$ cat config.mk
export PLATFORM = sky130hd
export DESIGN_NAME = ext_tid_arb_ipa
export DESIGN_NICKNAME = d
export VERILOG_FILES = /design/src/rtl/ext_tid_arb_ipa.sv
export SDC_FILE = /design/constraint.sdc
export NUM_CORES = 1
export LEC_CHECK = 0
export BUFFER_PORTS_ARGS = -buffer_cell sky130_fd_sc_hd__buf_2
export CAP_MARGIN = 40
export CORE_ASPECT_RATIO = 1.25
export CORE_MARGIN = 2
export CORE_UTILIZATION = 62
export CTS_CLUSTER_DIAMETER = 60
export DETAILED_ROUTE_END_ITERATION = 10
export PLACE_DENSITY = 0.91
export SETUP_SLACK_MARGIN = 0.4
export SLEW_MARGIN = 30
export SYNTH_ARGS = -nofsm -noshare
export SYNTH_HDL_FRONTEND = slang
export SYNTH_SLANG_ARGS = --single-unit
$ cat constraint.sdc
create_clock -name clk_i -period 10.6 [get_ports clk_i]
set_input_delay 2.12 -clock clk_i [delete_from_list [all_inputs] [get_ports clk_i]]
set_output_delay 2.12 -clock clk_i [all_outputs]
set_load 0.01 [all_outputs]
$ cat src/rtl/ext_tid_arb_ipa.sv
// External transaction-ID pool shared by the ext TX (write) and RX (read) request paths.
// Offers the lowest free ID each cycle to one requester (round-robin when both ask),
// tracks outstanding IDs in a free bitmap, frees IDs on completion and flags misuse.
module ext_tid_arb_ipa #(
  parameter int EXT_TID_WIDTH = 4,
  parameter int NB_TID        = 2**EXT_TID_WIDTH
) (
  input  logic                     clk_i,
  input  logic                     rst_i,
  input  logic                     tx_req_i,
  input  logic                     rx_req_i,
  output logic                     tx_valid_tid_o,
  output logic                     rx_valid_tid_o,
  output logic [EXT_TID_WIDTH-1:0] tid_o,
  input  logic                     tx_alloc_i,
  input  logic                     rx_alloc_i,
  input  logic                     tx_release_i,
  input  logic [EXT_TID_WIDTH-1:0] tx_res_tid_i,
  input  logic                     rx_release_i,
  input  logic [EXT_TID_WIDTH-1:0] rx_res_tid_i,
  output logic [EXT_TID_WIDTH:0]   outstanding_o,
  output logic                     idle_o,
  output logic                     err_o
);

  localparam int NB_MAX = 2**EXT_TID_WIDTH;
  localparam int CW     = EXT_TID_WIDTH + 1;
  localparam logic [CW-1:0] NB_LIM = CW'(NB_TID);

  // Bitmap with one bit set per usable ID; IDs at or above NB_TID stay permanently 0.
  function automatic logic [NB_MAX-1:0] pool_mask();
    logic [NB_MAX-1:0] m;
    m = '0;
    for (int i = 0; i < NB_TID; i++) m[i] = 1'b1;
    return m;
  endfunction

  localparam logic [NB_MAX-1:0] FREE_INIT = pool_mask();

  // Counter update clamped to the legal range 0..NB_TID so it can never wrap.
  function automatic logic [CW-1:0] sat_count(input logic [CW-1:0] cnt, input logic add,
                                              input logic sub_a, input logic sub_b);
    int s;
    s = int'(cnt) + int'(add) - int'(sub_a) - int'(sub_b);
    if (s < 0) s = 0;
    if (s > NB_TID) s = NB_TID;
    return CW'(s);
  endfunction

  logic [NB_MAX-1:0]        free_p0;
  logic                     rr_rx_p0;
  logic                     err_p0;
  logic [CW-1:0]            outstanding_p0;

  logic [EXT_TID_WIDTH-1:0] low_tid;
  logic                     pool_nonempty;
  logic                     tx_grant, rx_grant;
  logic                     tx_take, rx_take, alloc_bad;
  logic                     same_tid, tx_rel_ok, rx_rel_ok, rel_bad;
  logic [NB_MAX-1:0]        free_next;

  // Priority encoder: lowest-index free ID from the registered bitmap only.
  always_comb begin
    low_tid = '0;
    for (int i = NB_MAX - 1; i >= 0; i--) begin
      if (free_p0[i]) low_tid = EXT_TID_WIDTH'(i);
    end
  end

  assign pool_nonempty = |free_p0;
  assign tx_grant  = pool_nonempty & tx_req_i & (~rx_req_i | ~rr_rx_p0);
  assign rx_grant  = pool_nonempty & rx_req_i & (~tx_req_i |  rr_rx_p0);
  assign tx_take   = tx_alloc_i & tx_grant;
  assign rx_take   = rx_alloc_i & rx_grant;
  assign alloc_bad = (tx_alloc_i & ~tx_grant) | (rx_alloc_i & ~rx_grant);

  // A release is honoured only for an in-range ID that is currently allocated;
  // the same ID on both ports is freed once through the TX port.
  assign same_tid  = tx_release_i & rx_release_i & (tx_res_tid_i == rx_res_tid_i);
  assign tx_rel_ok = tx_release_i & ({1'b0, tx_res_tid_i} < NB_LIM) & ~free_p0[tx_res_tid_i];
  assign rx_rel_ok = rx_release_i & ~same_tid & ({1'b0, rx_res_tid_i} < NB_LIM)
                   & ~free_p0[rx_res_tid_i];
  assign rel_bad   = (tx_release_i & ~tx_rel_ok) | (rx_release_i & ~rx_rel_ok);

  // Next bitmap: clear the allocated ID, set the released ones (all distinct bits).
  always_comb begin
    free_next = free_p0;
    if (tx_take | rx_take) free_next[low_tid] = 1'b0;
    if (tx_rel_ok) free_next[tx_res_tid_i] = 1'b1;
    if (rx_rel_ok) free_next[rx_res_tid_i] = 1'b1;
  end

  // ---- stage p0: pool state, round-robin pointer, error flag, outstanding count ----
  always_ff @(posedge clk_i) begin
    if (rst_i) begin
      free_p0        <= FREE_INIT;
      rr_rx_p0       <= 1'b1;
      err_p0         <= 1'b0;
      outstanding_p0 <= '0;
    end else begin
      free_p0 <= free_next;
      if (tx_take)      rr_rx_p0 <= 1'b1;
      else if (rx_take) rr_rx_p0 <= 1'b0;
      if (alloc_bad | rel_bad) err_p0 <= 1'b1;
      outstanding_p0 <= sat_count(outstanding_p0, tx_take | rx_take, tx_rel_ok, rx_rel_ok);
    end
  end

  assign tx_valid_tid_o = tx_grant;
  assign rx_valid_tid_o = rx_grant;
  assign tid_o          = low_tid;
  assign outstanding_o  = outstanding_p0;
  assign idle_o         = (outstanding_p0 == '0);
  assign err_o          = err_p0;

endmodule

Word-level counts from Yosys, hierarchy flattened:

Index checks and enable logic that the tools add are counted.

* register bits: 23
* input port bits: 16
* output and inout port bits: 13
* word-level logic and storage cells: 91

* add/subtract/negate cells: 3
* $lt $le $gt $ge: 8
* equality and inequality tests: 1
* multiplexer cells: 32
* bitwise operators: 35
* reduce and logical (&&, ||, !) cells: 7

Operators with widths (count)
* two-way mux 32 bit: 2
* two-way mux 4 bit: 16
* two-way mux 16 bit: 3
* > comparator 32 x 6 -> 1 bit (second input constant): 1
* OR 16 bit: 2
* AND 16 bit: 1
* NOT 16 bit: 1
* OR reduction 16 bit: 1
* AND 1 bit: 15
* < comparator 4 x 5 -> 1 bit (second input constant): 3
* demux 1 bit (select 4 bit): 3
* >= comparator 4 x 1 -> 1 bit (second input constant): 3
* NOT 1 bit: 10
* binary-select mux 1 bit (select 4 bit): 2
* < comparator 8 x 1 -> 1 bit (second input constant): 1
* subtractor 7 x 2 -> 8 bit: 1
* subtractor 6 x 1 -> 7 bit: 1
* adder 5 x 1 -> 6 bit: 1
* OR 1 bit: 6
* logical NOT 5 bit: 1
* two-way mux 1 bit: 5
* two-way mux 5 bit: 1
* equality test 4 bit: 1
* OR reduction 2 bit: 2
* logical AND 1 bit: 3

Depth between registers and ports, before layout:

* word-level depth: 27
* depth in mapped cells: 16
* depth with buffers taken out: 14

Least setup slack after synthesis:

OpenSTA, ideal clock, no wires.

* path type: in2reg
* start: input tx_res_tid_i[0]
* end: register outstanding_p0[2], in the netlist outstanding_o[2]
* setup time: 131 ps
* arrival time: 5455 ps
* data required time: 10469 ps
* slack: 5014 ps
* stages: 15
* path buffers: 1
* path through: buf_4 -> mux4_2 -> mux4_2 -> nor2b_1 -> ha_1 -> inv_1 -> ha_1 -> inv_1 -> fa_1 -> xor2_1 -> and3_1 -> nand2_1 -> or3b_1 -> mux2i_1 -> nor4_1

* longest elaborated chain between the ends: 11
* elaborated cells between the ends (all ways): 16
* those cells by class: add/sub (2); order compare (2); eq/ne (1); mux (4); bitwise (6); reduce/logical (1)

Ends and longest elaborated chain
* from (decl): RTL line 18 `input logic [EXT_TID_WIDTH-1:0] tx_res_tid_i,`
* binary-select mux 1 bit (select 4 bit) or equality test 4 bit (tied branches): RTL line 80, 79
* two-way mux 1 bit (implied by the code) or AND 1 bit (tied branches): RTL line 80, 79
* NOT 1 bit, on equally long branches: RTL line 80, 81
* AND 1 bit, on equally long branches: RTL line 80, 81
* subtractor 6 x 1 -> 7 bit or AND 1 bit (tied branches): RTL line 44, 82
* subtractor 7 x 2 -> 8 bit (*): RTL line 44 `s = int'(cnt) + int'(add) - int'(sub_a) - int'(sub_b);`
* < comparator 8 x 1 -> 1 bit: RTL line 45 `if (s < 0) s = 0;`
* two-way mux 32 bit (*): RTL line 45
* two-way mux 32 bit (*): RTL line 95 `if (rst_i) begin`
* > comparator 32 x 6 -> 1 bit: RTL line 46 `if (s > NB_TID) s = NB_TID;`
* OR reduction 2 bit (no line)
* to (signal assigned): RTL line 105 `outstanding_p0 <= sat_count(outstanding_p0, tx_take | rx_take, tx_rel_ok, rx_rel_ok);`
* to (decl): RTL line 53 `logic [CW-1:0] outstanding_p0;`

Every way passes the cells marked *; elsewhere a longest branch is shown, timed or not. The select of a mux whose other input is x is not followed.
A chain may end at the register's enable or synchronous reset.

Final worst setup path:

* start: input tx_res_tid_i[1]
* end: register outstanding_p0[2], in the netlist outstanding_o[2]

Same word-level chain as after synthesis.

==> impl_results.md <==
- Run status: finished clean
- Share of flip-flops with an asynchronous set or reset: 0%
- Primary FF master, synth: sky130_fd_sc_hd__dfxtp_1
- Post-synthesis cell type count: 55
- Max H-tree Level: 1
- Fillers: 244
- Count of clock tree sinks: 23
- Crit path DAT: 5820 ps
- Die width: about 55 um
- Fraction of layout cells with a size suffix above 1: between 10% and 20%
- Number of gates given a new drive strength after cts: 0
- Maximum number of buffers from clock root to sink: 2
- I/O pin total: 29
- Clock buffer count from CTS: 3
- Max-slew violation count: 0
- Delay contributed by the slowest stage of the critical path: 550 ps
- Synthesis-to-finish area growth: 8.88%
- Number of hold-slack violations in the final timing report: 0
- Last weighted congestion value of the routability-driven placer: 0.979
- Number of nets at the end of the flow: 292
- Cells taking the most area after synthesis: sky130_fd_sc_hd__dfxtp_1 23%, sky130_fd_sc_hd__mux4_2 10%, sky130_fd_sc_hd__a21oi_1 6.4%
- Final Cycle Share: 53.6%
- Max-cap violations: 0
- Endpoint type of the worst setup path: register
- Pin count of the biggest net entering global routing: 20
- GRT Total Usage: 31.9%
- Static Leak: between 0.8 and 0.9 nW
- Clk pwr share: 16.9%
- Worst hold path cell count: 2
- Peak supply drop: 0.160 mV
- Number of standard cells in the layout, taps in and fillers out: 301
- Setup Total Neg Slack: 0 ps
- Number of global-route vias before repair: 1878
- Top cell type by total area after synthesis: sky130_fd_sc_hd__dfxtp_1
- Combinational group share of total power: 53.5%
- Count of flip-flops with a built-in enable after synthesis: 0
- Height of the chip: 68.0 um
- Average size of a mapped cell: 8.42 um2
- Cell total after placement: 297
- Port bufs: 28
- Worst reg2reg path endpoint: outstanding_o[2]
- Flop2flop setup slack: ~6500 ps
- Core outline area: about 0.0032 mm2
- Number of antenna violations at the first check in global routing: 0
- Transition time of the tightest slew-check pin: 682 ps
- Terminating pin of the worst hold path: rr_rx_p0
- Worst Path Class, Setup: in2reg
- PD cells: about 150 mW/mm2
- Gr ovfl total: 0
- Hold path startpoint: rr_rx_p0
- Via density per instance: between 6 and 7
- Seq/Total Area, Yosys: 22.7%
- Avg WL per Cell: 18.9 um
- Max Fclk: 176 MHz
- Total net switching power: 142 uW
- List of cells traversed by the critical path: buf_2 > mux4_2 > mux4_2 > nor2b_1 > ha_1 > inv_1 > ha_1 > inv_1 > fa_1 > xor2_1 > and3_1 > nand2_1 > or3b_1 > mux2i_1 > nor4_1
- Yosys warning count: 0
- Post-Synthesis Net Count: 268
- Internal portion of total power: 196 uW
- Sequential power share: 29.6%
- Sum of routed wire length over all layers: 5700 um
- Critical Path Start Type: input pin
- DR iter-0 viols: 123
- Detailed-route DRC error count: 0
- Final clock skew: 8.69 ps
- Synthesized instance count: 241
- Min-delay worst type: reg2reg
- Number of synthesized register bits: 23
- Remaining antenna violation count after routing: 0
- Switching power share of the total: 42.0%
- Clk root buf: sky130_fd_sc_hd__clkbuf_8
- Wire length of the first global-routing pass: 8510 um
- RSZ-0062 raised after global routing: no
- Crit path max-delay cell type: sky130_fd_sc_hd__mux4_2
- Startpoint of the worst register-to-register path: free_p0[13]
- Cells on worst reg2reg path: 14
- Top delay family on crit path: multiplexers
- Initial cell density of the core: 64.1%
- Number of buffers inserted for hold repair after clock tree synthesis: 0
- TritonCTS clock tree: built
- Pre-antenna DRT Iters: 5
- HPWL reported at the end of detailed placement: 4290 um
- Share of the synthesized area in the top cell type: 22.7%
- Critical path fanouts, max: 9
- Number of diodes added for antenna fixing: 0
- Worst path required time: 10750 ps
- Later-pin clock latency in the skew report: 270 ps
- Clock edge transition at the registers on the reported setup and hold paths: around 90 ps
- Number of setup buffers added after CTS: 0
- Final critical delay including setup and external delays: roughly 5700 ps
- Netlist area before placement: about 0.0020 mm2
- Number of buffer and inverter instances along the worst setup path: 3
- Final setup vio count: 0
- Die area: 0.00375 mm2
- Via count of the routed design: 2066
- Normalized max-slew margin: 54.1%
- Number of cell rows: 23
final cells by class:
class                           count  area, um2  area share (%)
Clock buffer                        4       45.0            2.04
Tap cell                           37       46.3            2.10
Timing Repair Buffer               28        140            6.34
Sequential cell                    23        460            20.8
Multi-Input combinational cell    190       1450            65.5
Inverter                           19       71.3            3.23
cell families after synthesis:
group / Yosys count / share of synthesized area (%)
AO/OA/AOI/OAI: 75 / 25.6
XOR/XNOR: 9 / 3.88
adder cells (fa/ha/maj): 11 / 7.15
buffers and inverters: 28 / 6.04
flip-flops: 23 / 22.7
multiplexers: 13 / 12.0
AND/OR/NAND/NOR: 82 / 22.6
power by group through the flow:
stage / clock network (mW) / logic, mW / registers, mW
6_report: 0.0572 / 0.181 / 0.100
4_1_cts: 0.0574 / 0.179 / 0.0997
3_5_place_dp: 0 / 0.177 / 0.102
3_3_place_gp: 0 / 0.172 / 0.102
5_1_grt: 0.0596 / 0.206 / 0.101
2_1_floorplan: 0 / 0.137 / 0.102
worst min-delay path: stages (launching register included):
cell and delay [ps]:
sky130_fd_sc_hd__dfxtp_1 330, sky130_fd_sc_hd__o21ai_0 70, sky130_fd_sc_hd__nand2_1 40
worst max path at each step:
| stage | from | endpoint | slack [ps] | cells past startpoint |
|---|---|---|---|---|
| detailed placement | tx_res_tid_i[1] | outstanding_o[2] | 4680 | 15 |
| floorplan | tx_res_tid_i[0] | outstanding_o[2] | 5010 | 15 |
| CTS | tx_res_tid_i[0] | outstanding_o[2] | 4930 | 15 |
| finish | tx_res_tid_i[1] | outstanding_o[2] | 4920 | 15 |
| global route | tx_res_tid_i[0] | outstanding_o[2] | 4540 | 15 |
| global placement | tx_res_tid_i[0] | outstanding_o[3] | 4810 | 15 |
layer usage:
metal	track usage (%)	up-vias	share of wire, %	wire length [um]
met5	0	-	0	0
met4	18.6	0	4.6	261
met3	4.59	23	7.8	442
met2	57.7	107	51	2890
met1	33.8	970	37	2100
li1	-	966	-	-
registers in the layout, summed over array words and instances, names as in the netlist:
register and cells:
outstanding_o 5, rr_rx_p0 1, err_o 1, free_p0 16
per-stage QoR:
step / worst slack, ps / hold slack, ps / power, mW / area (um2) / util [%]
after floorplan: 5010 / 441 / 0.238 / 2030 / -
after global placement: 4810 / 460 / 0.274 / 2160 / 68.4
after detailed placement: 4680 / 468 / 0.279 / 2160 / 68.4
after CTS: 4930 / 480 / 0.336 / 2210 / 69.8
after global routing: 4540 / 496 / 0.367 / 2210 / 69.8
final: 4920 / 474 / 0.338 / 2210 / 69.8
Yosys cell counts, drive strengths merged, types with 2 or more instances:
cell type  number
nand2b          9
mux4            9
a211o           3
o221ai          3
nor2           21
and3            2
xor2            6
nor4           10
a21o            3
o211ai         11
buf             4
o31ai           8
nor2b           2
a211oi          2
or3             3
nor3            4
mux2i           3
inv            19
ha             10
a21oi          26
nand2          12
nor4b           3
dfxtp          23
or2             5
o21ai          10
clkbuf          5
xnor2           3
nor3b           3
or4             3
cells in the final DEF, fill, tap and decap left out, drive strengths merged, types with 9 or more instances in the layout:
cell type  instances
a21oi             26
buf               28
dfxtp             23
ha                10
inv               19
mux4               9
nand2             12
nand2b             9
nor2              21
nor4              10
o211ai            11
o21ai             10
(Power assumes the default switching activity.)
